### src/rtl/seq_det_pkg.sv
// Shared defaults and helpers for the parametrised serial pattern detector.
package seq_det_pkg;

    localparam int          DEF_PAT_W     = 4;
    localparam int          DEF_CNT_W     = 8;
    localparam logic [3:0]  DEF_PAT_RESET = 4'b1101;

    // Width needed to hold a fill count from 0 up to and including pat_w.
    function automatic int fill_w(input int pat_w);
        return $clog2(pat_w + 1);
    endfunction

endpackage

### src/rtl/seq_detector_param_sat_counter.sv
// Up-counter that sticks at all-ones instead of wrapping.
module sat_counter #(
    parameter int W = 8
) (
    input  logic         clk,
    input  logic         reset,
    input  logic         inc,
    output logic [W-1:0] q
);

    always_ff @(posedge clk) begin
        if (reset)
            q <= '0;
        else if (inc && (q != {W{1'b1}}))
            q <= q + W'(1);
    end

endmodule

### src/rtl/seq_detector_param.sv
// Serial pattern detector with loadable pattern, optional overlap and a
// saturating match counter; y is a registered one-cycle match pulse.
module seq_detector_param
    import seq_det_pkg::*;
#(
    parameter int               PAT_W     = DEF_PAT_W,
    parameter logic [PAT_W-1:0] PAT_RESET = PAT_W'(DEF_PAT_RESET),
    parameter int               CNT_W     = DEF_CNT_W
) (
    input  logic             clk,
    input  logic             reset,
    input  logic             x,
    input  logic             x_valid,
    input  logic             overlap,
    input  logic             pat_load,
    input  logic [PAT_W-1:0] pat_in,
    output logic             y,
    output logic             armed,
    output logic [CNT_W-1:0] match_cnt
);

    localparam int             FW   = fill_w(PAT_W);
    localparam logic [FW-1:0]  FULL = FW'(PAT_W);

    logic [PAT_W-1:0] pat;
    logic [PAT_W-1:0] hist;
    logic [FW-1:0]    fill;
    logic [PAT_W-1:0] hist_next;
    logic [FW-1:0]    fill_next;
    logic             hit;

    // A match is decided on the history as it will look after this bit.
    always_comb begin
        hist_next = {hist[PAT_W-2:0], x};
        fill_next = (fill == FULL) ? FULL : fill + FW'(1);
        hit       = x_valid && !pat_load && (fill_next == FULL) && (hist_next == pat);
    end

    always_ff @(posedge clk) begin
        if (reset)
            pat <= PAT_RESET;
        else if (pat_load)
            pat <= pat_in;
    end

    always_ff @(posedge clk) begin
        if (reset || pat_load) begin
            hist <= '0;
            fill <= '0;
        end else if (x_valid) begin
            hist <= hist_next;
            fill <= (hit && !overlap) ? '0 : fill_next;
        end
    end

    always_ff @(posedge clk) begin
        if (reset)
            y <= 1'b0;
        else
            y <= hit;
    end

    sat_counter #(.W(CNT_W)) u_match_cnt (
        .clk   (clk),
        .reset (reset),
        .inc   (hit),
        .q     (match_cnt)
    );

    assign armed = (fill == FULL);

endmodule

### config.mk
export PLATFORM = sky130hd
export DESIGN_NAME = seq_detector_param
export DESIGN_NICKNAME = d
export VERILOG_FILES = /design/src/rtl/seq_det_pkg.sv /design/src/rtl/seq_detector_param_sat_counter.sv /design/src/rtl/seq_detector_param.sv
export SDC_FILE = /design/constraint.sdc
export NUM_CORES = 1
export LEC_CHECK = 0
export ABC_AREA = 1
export CAP_MARGIN = 20
export CORE_MARGIN = 5
export CORE_UTILIZATION = 40
export CTS_CLUSTER_SIZE = 40
export DETAILED_ROUTE_END_ITERATION = 16
export MAX_ROUTING_LAYER = met4
export PLACE_DENSITY = 0.75
export SLEW_MARGIN = 0
export SYNTH_ARGS = -nofsm -noshare
export SYNTH_HDL_FRONTEND = slang
export SYNTH_HIERARCHICAL = 1
export SYNTH_SLANG_ARGS = --single-unit
### constraint.sdc
create_clock -name clk -period 2 [get_ports clk]
set_input_delay 0.3 -clock clk [delete_from_list [all_inputs] [get_ports clk]]
set_output_delay 0.3 -clock clk [all_outputs]
set_load 0.005 [all_outputs]
==> results of run 1 <==
registers in the layout, indices dropped and copies added, names as in the netlist:
name / cells
u_match_cnt/q: 8
pat: 4
fill: 3
hist: 3
y: 1
placed cells by master, fill, tap and decap left out, drive strengths merged:
| cell type | count |
|---|---|
| nand2 | 39 |
| nor2 | 26 |
| inv | 23 |
| dfxtp | 19 |
| clkdlybuf4s50 | 19 |
| nand3 | 13 |
| a21oi | 10 |
| buf | 5 |
| o21ai | 5 |
| xnor2 | 4 |
| clkbuf | 4 |
| ha | 3 |
| nor3 | 1 |
| a211oi | 1 |
| o211ai | 1 |
| clkinv | 1 |
| nand3b | 1 |
power by group:
group          internal (mW)  switching [mW]  leakage (nW)
clock                 0.0774           0.110        0.0150
combinational         0.0408          0.0369         0.398
sequential             0.388         0.00727         0.155
synthesized netlist by cell type:
cell / instances
xnor2_2: 1
dfxtp_1: 19
buf_6: 1
xnor2_1: 3
a211oi_1: 1
o21ai_0: 3
o21ai_1: 2
nor3_2: 1
nor2_2: 3
buf_4: 1
nand3_2: 2
ha_1: 3
nand3_1: 11
nand3b_2: 1
inv_2: 4
nand2_2: 1
nand2_1: 38
o211ai_1: 1
clkinv_1: 1
nor2_4: 1
nor2_1: 22
inv_1: 19
a21oi_1: 10
cell families (layout without fill, tap and decap cells):
| group | Yosys count | after routing | synth area share [%] |
|---|---|---|---|
| AOI/OAI and AO/OA | 17 | 17 | 8.86 |
| adders and majority gates | 3 | 3 | 3.69 |
| xor gates and xnor gates | 4 | 4 | 4.18 |
| and+or+nand+nor | 80 | 80 | 35.2 |
| buffers and inverters | 26 | 52 | 10.7 |
| DFF | 19 | 19 | 37.4 |
final timing paths:
path                          from          endpoint  slack (ps)
hold reg to reg   u_match_cnt/q[6]  u_match_cnt/q[6]         490
hold / removal    u_match_cnt/q[6]  u_match_cnt/q[6]         490
setup reg to reg           fill[0]  u_match_cnt/q[4]         210
setup / recovery           fill[0]  u_match_cnt/q[4]         210
final cells by class:
class                      count  area [um^2]  area share [%]
tap                           30         37.5            2.90
sequential                    19          380            29.4
multi-input combinational    104          531            41.0
inverter                      24         90.1            6.97
timing repair buffer          24          228            17.6
clock buffer                   4         26.3            2.03
per-stage QoR:
stage	cells	util, %	worst slack (ps)	power (mW)	area (um^2)
floorplan	149	-	282	0.445	1020
global placement	200	51.2	131	0.481	1260
detailed placement	200	51.2	80.0	0.483	1260
CTS	204	52.2	105	0.675	1280
global route	205	52.7	1.79	0.706	1290
finish	205	52.7	214	0.660	1290
metal layers:
layer	GRT usage, %	up-vias
met5	-	-
met4	3.72	0
met3	2.77	0
met2	23.5	16
met1	14.4	434
li1	-	511
timing repair:
| item | CTS | global route |
|---|---|---|
| endpoints found under the setup margin | 0 | 7 |
| resized for setup | 0 | 2 |
| buffers inserted | 0 | 1 |
tightest hold or removal path: stages (launching register included):
cell and delay, ps:
dfxtp_1 350, inv_1 60, a21oi_1 50
==> reports/results.tsv, run 1 <==
metric	value	unit
Synth area leader	dfxtp_1	
Fillers	247	
remaining antenna violation count	0	
cts bufs inserted	3	
M1 wire length	867	um
Root Buffer	clkbuf_4	
synthesized flop and latch total	19	
mapped cell area	1020	um^2
vias per cell	4.69	
Hold-fix buffers, CTS	0	
setup skew after layout	3.32	ps
largest cells by area after synthesis	dfxtp_1, nand2_1, nor2_1	
First-pass DRT Iterations	4	
DP Wirelength	1630	um
die area	3650	um^2
WP buf/inv	2	
critical path's top delay family	simple AND/OR/NAND/NOR gates	
I/O Pins	20	
Power Density	511	nW/um^2
Yosys top cell area share	37.4	%
Total GRT Usage	13.0	%
GR Overflow Total	0	
pin count of the biggest net entering global routing	12	
Worst EP arrival	1980	ps
clock latency at the later pin of the worst-skew pair	290	ps
Hold Path Depth	2	
H-tree levels	1	
Bufs on Longest Clock Path	2	
Routed WL	2000	um
setup_tns	0	ps
critical path depth	12	
metal3 WL	105	um
Fmax	560	MHz
part of the cycle the worst path needs	89.3	%
layout cells sized above 1	13.7	%
initial antenna violation count	0	
number of DRC markers in iteration 0	26	
routability cong.	0.809	
Die Wd	60.4	um
Slew Limit Fails	0	
clock transition at the registers of the reported paths	100	ps
CP peak stage delay	370	ps
number of I/O port buffers	19	
synth-to-layout area growth	27.1	%
r2r worst-path depth	12	
critical path's most frequent cell	nand2_1	
CTS Sinks	19	
Synth Warn #	6	
CP max FO	8	
worst-path cell chain	inv_1 > ha_1 > nor3_2 > nand2_1 > nor2_2 > nand2_1 > inv_2 > nand2_1 > nor2_2 > nand3_1 > nand2_1 > nor2_1	
Synth cell types	23	
Rows	18	
worst hold slack	492	ps
status	finished, final reports clean	
HP Class	reg2reg	
Final #Nets	189	
CTS tree	yes	
RSZ-0062 raised after global routing	false	
Avg Inst Size Synth	6.83	um^2
DR top layer	met3	
count of final setup violators	0	
core area	2450	um^2
final hold violations	0	
critical path class	reg2reg	
Starting Density	41.4	%
first-pass GRT wire length	3590	um
CP Capture Type	flip-flop	
wire per inst	9.74	um
metal2 WL	1020	um
Synthesized Nets	162	
Worst VDD drop	456	uV
Tmin final	1790	ps
Max-cap violations	0	
Crit path required time	2190	ps
Startpoint Class	flip-flop	
Post-Synthesis Cells	149	
DRC errors left	0	
Least-Margin Pin Slew	291	ps
Critical-path top delay cell	dfxtp_1	
Antenna diodes	0	
via count	961	
Leakage	0.568	nW
number of global-route vias before repair	929	
sequential area share after synthesis	37.4	%
Die H	60.4	um
max_slew headroom	80.5	%
Power figures use the tool's default switching activity.
==> inputs of run 2 (changes only) <==
--- a/config.mk
+++ b/config.mk
@@ -5,14 +5,13 @@
 export SDC_FILE = /design/constraint.sdc
 export NUM_CORES = 1
 export LEC_CHECK = 0
-export ABC_AREA = 1
 export CAP_MARGIN = 20
-export CORE_MARGIN = 5
+export CORE_MARGIN = 2
 export CORE_UTILIZATION = 40
 export CTS_CLUSTER_SIZE = 40
 export DETAILED_ROUTE_END_ITERATION = 16
 export MAX_ROUTING_LAYER = met4
-export PLACE_DENSITY = 0.75
+export PLACE_DENSITY = 0.76
 export SLEW_MARGIN = 0
 export SYNTH_ARGS = -nofsm -noshare
 export SYNTH_HDL_FRONTEND = slang
==> reports/results.tsv, run 2 <==
metric	value	unit
Worst VDD drop	389	uV
CTS tree	yes	
number of I/O port buffers	19	
first-pass GRT wire length	3070	um
via count	858	
synthesized flop and latch total	19	
ys flop type	dfxtp_1	
register bank with the most flops	u_match_cnt/q	
Starting Density	41.2	%
I/O Pins	20	
Hold-fix buffers, CTS	0	
Synth Warn #	6	
number of global-route vias before repair	758	
Setup WS pre-CTS	-134	ps
Adder-Cell Fraction of Synth Area	3.78	%
RSZ-0062 raised after global routing	true	
Startpoint Class	flip-flop	
XOR/XNOR Fraction of Synth Area	3.53	%
number of DRC markers in iteration 0	18	
setup skew after layout	1.97	ps
remaining antenna violation count	0	
most common cell after layout, fill and taps aside	clkdlybuf4s50_1	
Avg Inst Size Synth	9.65	um^2
Final Util	55.1	%
synth-to-layout area growth	33.6	%
most common cell in the netlist	dfxtp_1	
Synth top cells by count	dfxtp_1, mux2i_1, nor2_1	
routability cong.	0.866	
Synth Area in Simple Gates	23.4	%
clock latency at the later pin of the worst-skew pair	290	ps
cts bufs inserted	3	
initial antenna violation count	0	
commonest cells after routing, fill and taps aside	clkdlybuf4s50_1, dfxtp_1, buf_4, mux2i_1	
Fmax	502	MHz
Root Buffer	clkbuf_4	
Post-Synthesis Cells	103	
Least-Margin Pin Slew	324	ps
part of the cycle the worst path needs	99.6	%
max_slew headroom	78.4	%
fraction of synthesized area in multiplexers	8.56	%
Tmin final	1990	ps
sequential area share after synthesis	38.3	%
wire per inst	12.7	um
final hold violations	0	
Slew Limit Fails	0	
DRC errors left	0	
largest registers	u_match_cnt/q: 8 flops, pat: 4 flops	
HP Class	reg2reg	
Power Density	499	nW/um^2
Post-synth ARST share	0	%
critical path class	reg2reg	
Total GRT Usage	15.1	%
CP Capture Type	flip-flop	
Die Wd	53.8	um
max reg flops	8	
Leakage	0.509	nW
layout cells sized above 1	26.5	%
count of final setup violators	0	
setup_tns	0	ps
GR Overflow Total	0	
setup slack after layout	8.40	ps
Antenna diodes	0	
Die H	53.8	um
vias per cell	5.30	
CP max FO	6	
Bufs on Longest Clock Path	2	
Compound-Gate Fraction of Synth Area	17.6	%
largest family of logic cells by synthesized area	simple AND/OR/NAND/NOR gates	
Yosys top cell area share	38.3	%
Worst EP arrival	2180	ps
clock transition at the registers of the reported paths	110	ps
Post-synth EDFFs	0	
Final #Nets	146	
DP Wirelength	1520	um
hold_sp	fill[1]	
largest cells by area after synthesis	dfxtp_1, mux2i_1, and2b_2	
status	finished, final reports clean	
Crit path required time	2180	ps
core area	2410	um^2
First-pass DRT Iterations	4	
H-tree levels	1	
Synthesized Nets	116	
mapped cell area	993	um^2
Rows	18	
pin count of the biggest net entering global routing	11	
Synth area leader	dfxtp_1	
CTS Sinks	19	
reg2reg start	fill[1]	
die area	2900	um^2
crit path launch	fill[1]	
Synth cell types	37	
Max-cap violations	0	
Routed WL	2060	um
Fillers	210	
[run 2: worst max-delay path, cell delays in order (launching register included)]
cell      delay, ps
dfxtp_2         360
inv_2            50
ha_4            240
nor2_2           90
nand4_1         120
nor4_2          290
buf_4           180
nand4_1         140
buf_4           180
a211oi_2        150
a211oi_1         90
[run 2: area by class of cell]
type	count	area (um^2)	share of cell area, %
Multi-Input combinational cell	76	601	45.2
Clock buffer	4	26.3	1.98
Inverter	4	15.0	1.13
Tap cell	30	37.5	2.83
Timing Repair Buffer	29	265	20.0
Sequential cell	19	383	28.8
[run 2: kinds of logic (layout without fill, tap and decap cells)]
family | Yosys count | after routing
xor gates and xnor gates | 4 | 4
muxes | 8 | 8
AOI/OAI and AO/OA | 23 | 23
DFF | 19 | 19
adders and majority gates | 3 | 3
and+or+nand+nor | 38 | 38
buffers and inverters | 8 | 37
[run 2: stage by stage]
stage	instances	hold WS, ps	power [mW]	area [um^2]
final	162	524	0.663	1330
after global routing	162	560	0.700	1330
after global placement	154	504	0.470	1240
after CTS	159	532	0.670	1270
after detailed placement	154	515	0.471	1240
after floorplan	103	372	0.440	1000
[run 2: worst paths after layout]
kind	to	cells past startpoint	slack (ps)
min	fill[1]	2	520
max reg2reg	u_match_cnt/q[5]	10	8
min reg2reg	fill[1]	2	520
max	u_match_cnt/q[5]	10	8
[run 2: where the power goes]
| group | internal, mW | switching (mW) | leakage (nW) | total [mW] |
|---|---|---|---|---|
| registers | 0.386 | 0.00561 | 0.155 | 0.392 |
| logic | 0.0469 | 0.0302 | 0.339 | 0.0772 |
| clock network | 0.0775 | 0.116 | 0.0150 | 0.194 |
[run 2: repair_timing]
action,4_1_cts,5_1_grt
pin swaps,0,7
buffers inserted,1,3
gates resized for setup,2,8
setup endpoints to repair,1,5
[run 2: metal layers]
metal  routed length (um)  track usage [%]
met5                    0                -
met2                 1020             24.6
met4                   26             8.55
met3                   73             3.89
met1                  938             16.6
==> inputs of run 3 (changes only) <==
--- a/config.mk
+++ b/config.mk
@@ -6,12 +6,12 @@
 export NUM_CORES = 1
 export LEC_CHECK = 0
 export CAP_MARGIN = 20
-export CORE_MARGIN = 2
 export CORE_UTILIZATION = 40
 export CTS_CLUSTER_SIZE = 40
 export DETAILED_ROUTE_END_ITERATION = 16
 export MAX_ROUTING_LAYER = met4
 export PLACE_DENSITY = 0.76
+export REMOVE_ABC_BUFFERS = 1
 export SLEW_MARGIN = 0
 export SYNTH_ARGS = -nofsm -noshare
 export SYNTH_HDL_FRONTEND = slang
==> reports/results.tsv, run 3 (same netlist as run 2, synthesis figures left out) <==
metric	value	unit
status	finished, final reports clean	
Crit path required time	2190	ps
wire per inst	12.8	um
largest registers	u_match_cnt/q: 8 flops, pat: 4 flops	
commonest cells after routing, fill and taps aside	clkdlybuf4s50_1, dfxtp_1, mux2i_1, buf_4	
DRC errors left	0	
Critical-path top delay cell	dfxtp_2	
Final Power	0.660	mW
worst hold slack	527	ps
Inst Count DP	152	
Least-Margin Pin Slew	347	ps
Hold-fix buffers, CTS	0	
layout cells sized above 1	24.8	%
number of I/O port buffers	19	
I/O Pins	20	
part of the cycle the worst path needs	94.9	%
HP Class	reg2reg	
Antenna diodes	0	
WP buf/inv	3	
Rows	17	
critical path class	reg2reg	
Setup WS pre-CTS	-132	ps
DP Wirelength	1480	um
Slew Limit Fails	0	
DP Area	1230	um^2
Routed WL	2010	um
max_slew headroom	76.9	%
count of final setup violators	0	
clock transition at the registers of the reported paths	120	ps
number of DRC markers in iteration 0	15	
First-pass DRT Iterations	4	
Fmax	527	MHz
GR Overflow Total	0	
Leakage	0.497	nW
fin cells	157	
CTS Sinks	19	
Die Wd	51.8	um
die area	2690	um^2
Startpoint Class	flip-flop	
Worst EP arrival	2090	ps
Combinational Power Share	11.4	%
register bank with the most flops	u_match_cnt/q	
Starting Density	43.7	%
number of global-route vias before repair	811	
clock latency at the later pin of the worst-skew pair	300	ps
Clock Power Share	29.2	%
Max-cap violations	0	
worst-path cell chain	inv_2 > ha_4 > nor2_2 > nand4_1 > nor4_2 > buf_4 > nand4_1 > buf_4 > a211oi_2 > a211oi_1	
CP Capture Type	flip-flop	
synth-to-layout area growth	30.7	%
CP max FO	6	
max reg flops	8	
Final Util	57.1	%
vias per cell	5.35	
Root Buffer	clkbuf_4	
Worst VDD drop	422	uV
H-tree levels	1	
first-pass GRT wire length	3350	um
most common cell after layout, fill and taps aside	clkdlybuf4s50_1	
initial antenna violation count	0	
Tmin final	1900	ps
setup skew after layout	11.3	ps
cts bufs inserted	3	
critical path's top delay family	simple AND/OR/NAND/NOR gates	
Power Density	508	nW/um^2
core area	2280	um^2
design area	1300	um^2
Sw Share	23.5	%
CTS tree	yes	
Final #Nets	143	
net switching power	0.155	mW
via count	840	
internal power	0.505	mW
remaining antenna violation count	0	
CP peak stage delay	360	ps
Bufs on Longest Clock Path	2	
Total GRT Usage	17.2	%
Die H	51.8	um
final hold violations	0	
setup slack after layout	102	ps
routability cong.	0.819	
setup_tns	0	ps
pin count of the biggest net entering global routing	12	
sequential power share	59.4	%
[run 3: path summary, 6_finish.rpt]
| path | endpoint | startpoint | depth (start not counted) | slack [ps] |
|---|---|---|---|---|
| worst max-delay path | u_match_cnt/q[5] | fill[1] | 10 | 100 |
| worst min-delay path | u_match_cnt/q[1] | u_match_cnt/q[1] | 2 | 530 |
| worst max register to register | u_match_cnt/q[5] | fill[1] | 10 | 100 |
| worst min register to register | u_match_cnt/q[1] | u_match_cnt/q[1] | 2 | 530 |
[run 3: per-layer routing]
layer  GRT usage (%)  vias to the layer above  routed length [um]
met5               -                        -                   0
met4            9.46                        0                  33
met3            3.80                        4                  67
met2            27.4                       16                 999
met1            20.1                      392                 906
li1                -                      428                   -
[run 3: cell type report]
| type | instances | area, um^2 |
|---|---|---|
| clock inverters | 1 | 5.00 |
| flip-flops and latches | 19 | 383 |
| fillers | 185 | 977 |
| inverters | 4 | 15.0 |
| repair buffers | 26 | 243 |
| clock buffers | 3 | 22.5 |
| multi-input cells | 76 | 596 |
| well taps | 28 | 35.0 |
[run 3: power groups by stage]
stage	combinational, mW	clock, mW	sequential, mW
CTS	0.0717	0.202	0.392
floorplan	0.0336	0	0.399
detailed placement	0.0708	0	0.400
global route	0.0834	0.223	0.394
global placement	0.0689	0	0.400
finish	0.0752	0.193	0.392
[run 3: repair_timing]
action | CTS | global route
buffers inserted | 0 | 1
endpoints found under the setup margin | 1 | 5
resized for setup | 1 | 9
pin swaps | 0 | 3
[run 3: worst reg2reg max path, cell delays in order (launching register included)]
cell	delay, ps
dfxtp_2	360
inv_2	50
ha_4	230
nor2_2	70
nand4_1	110
nor4_2	250
buf_4	170
nand4_1	130
buf_4	170
a211oi_2	180
a211oi_1	90
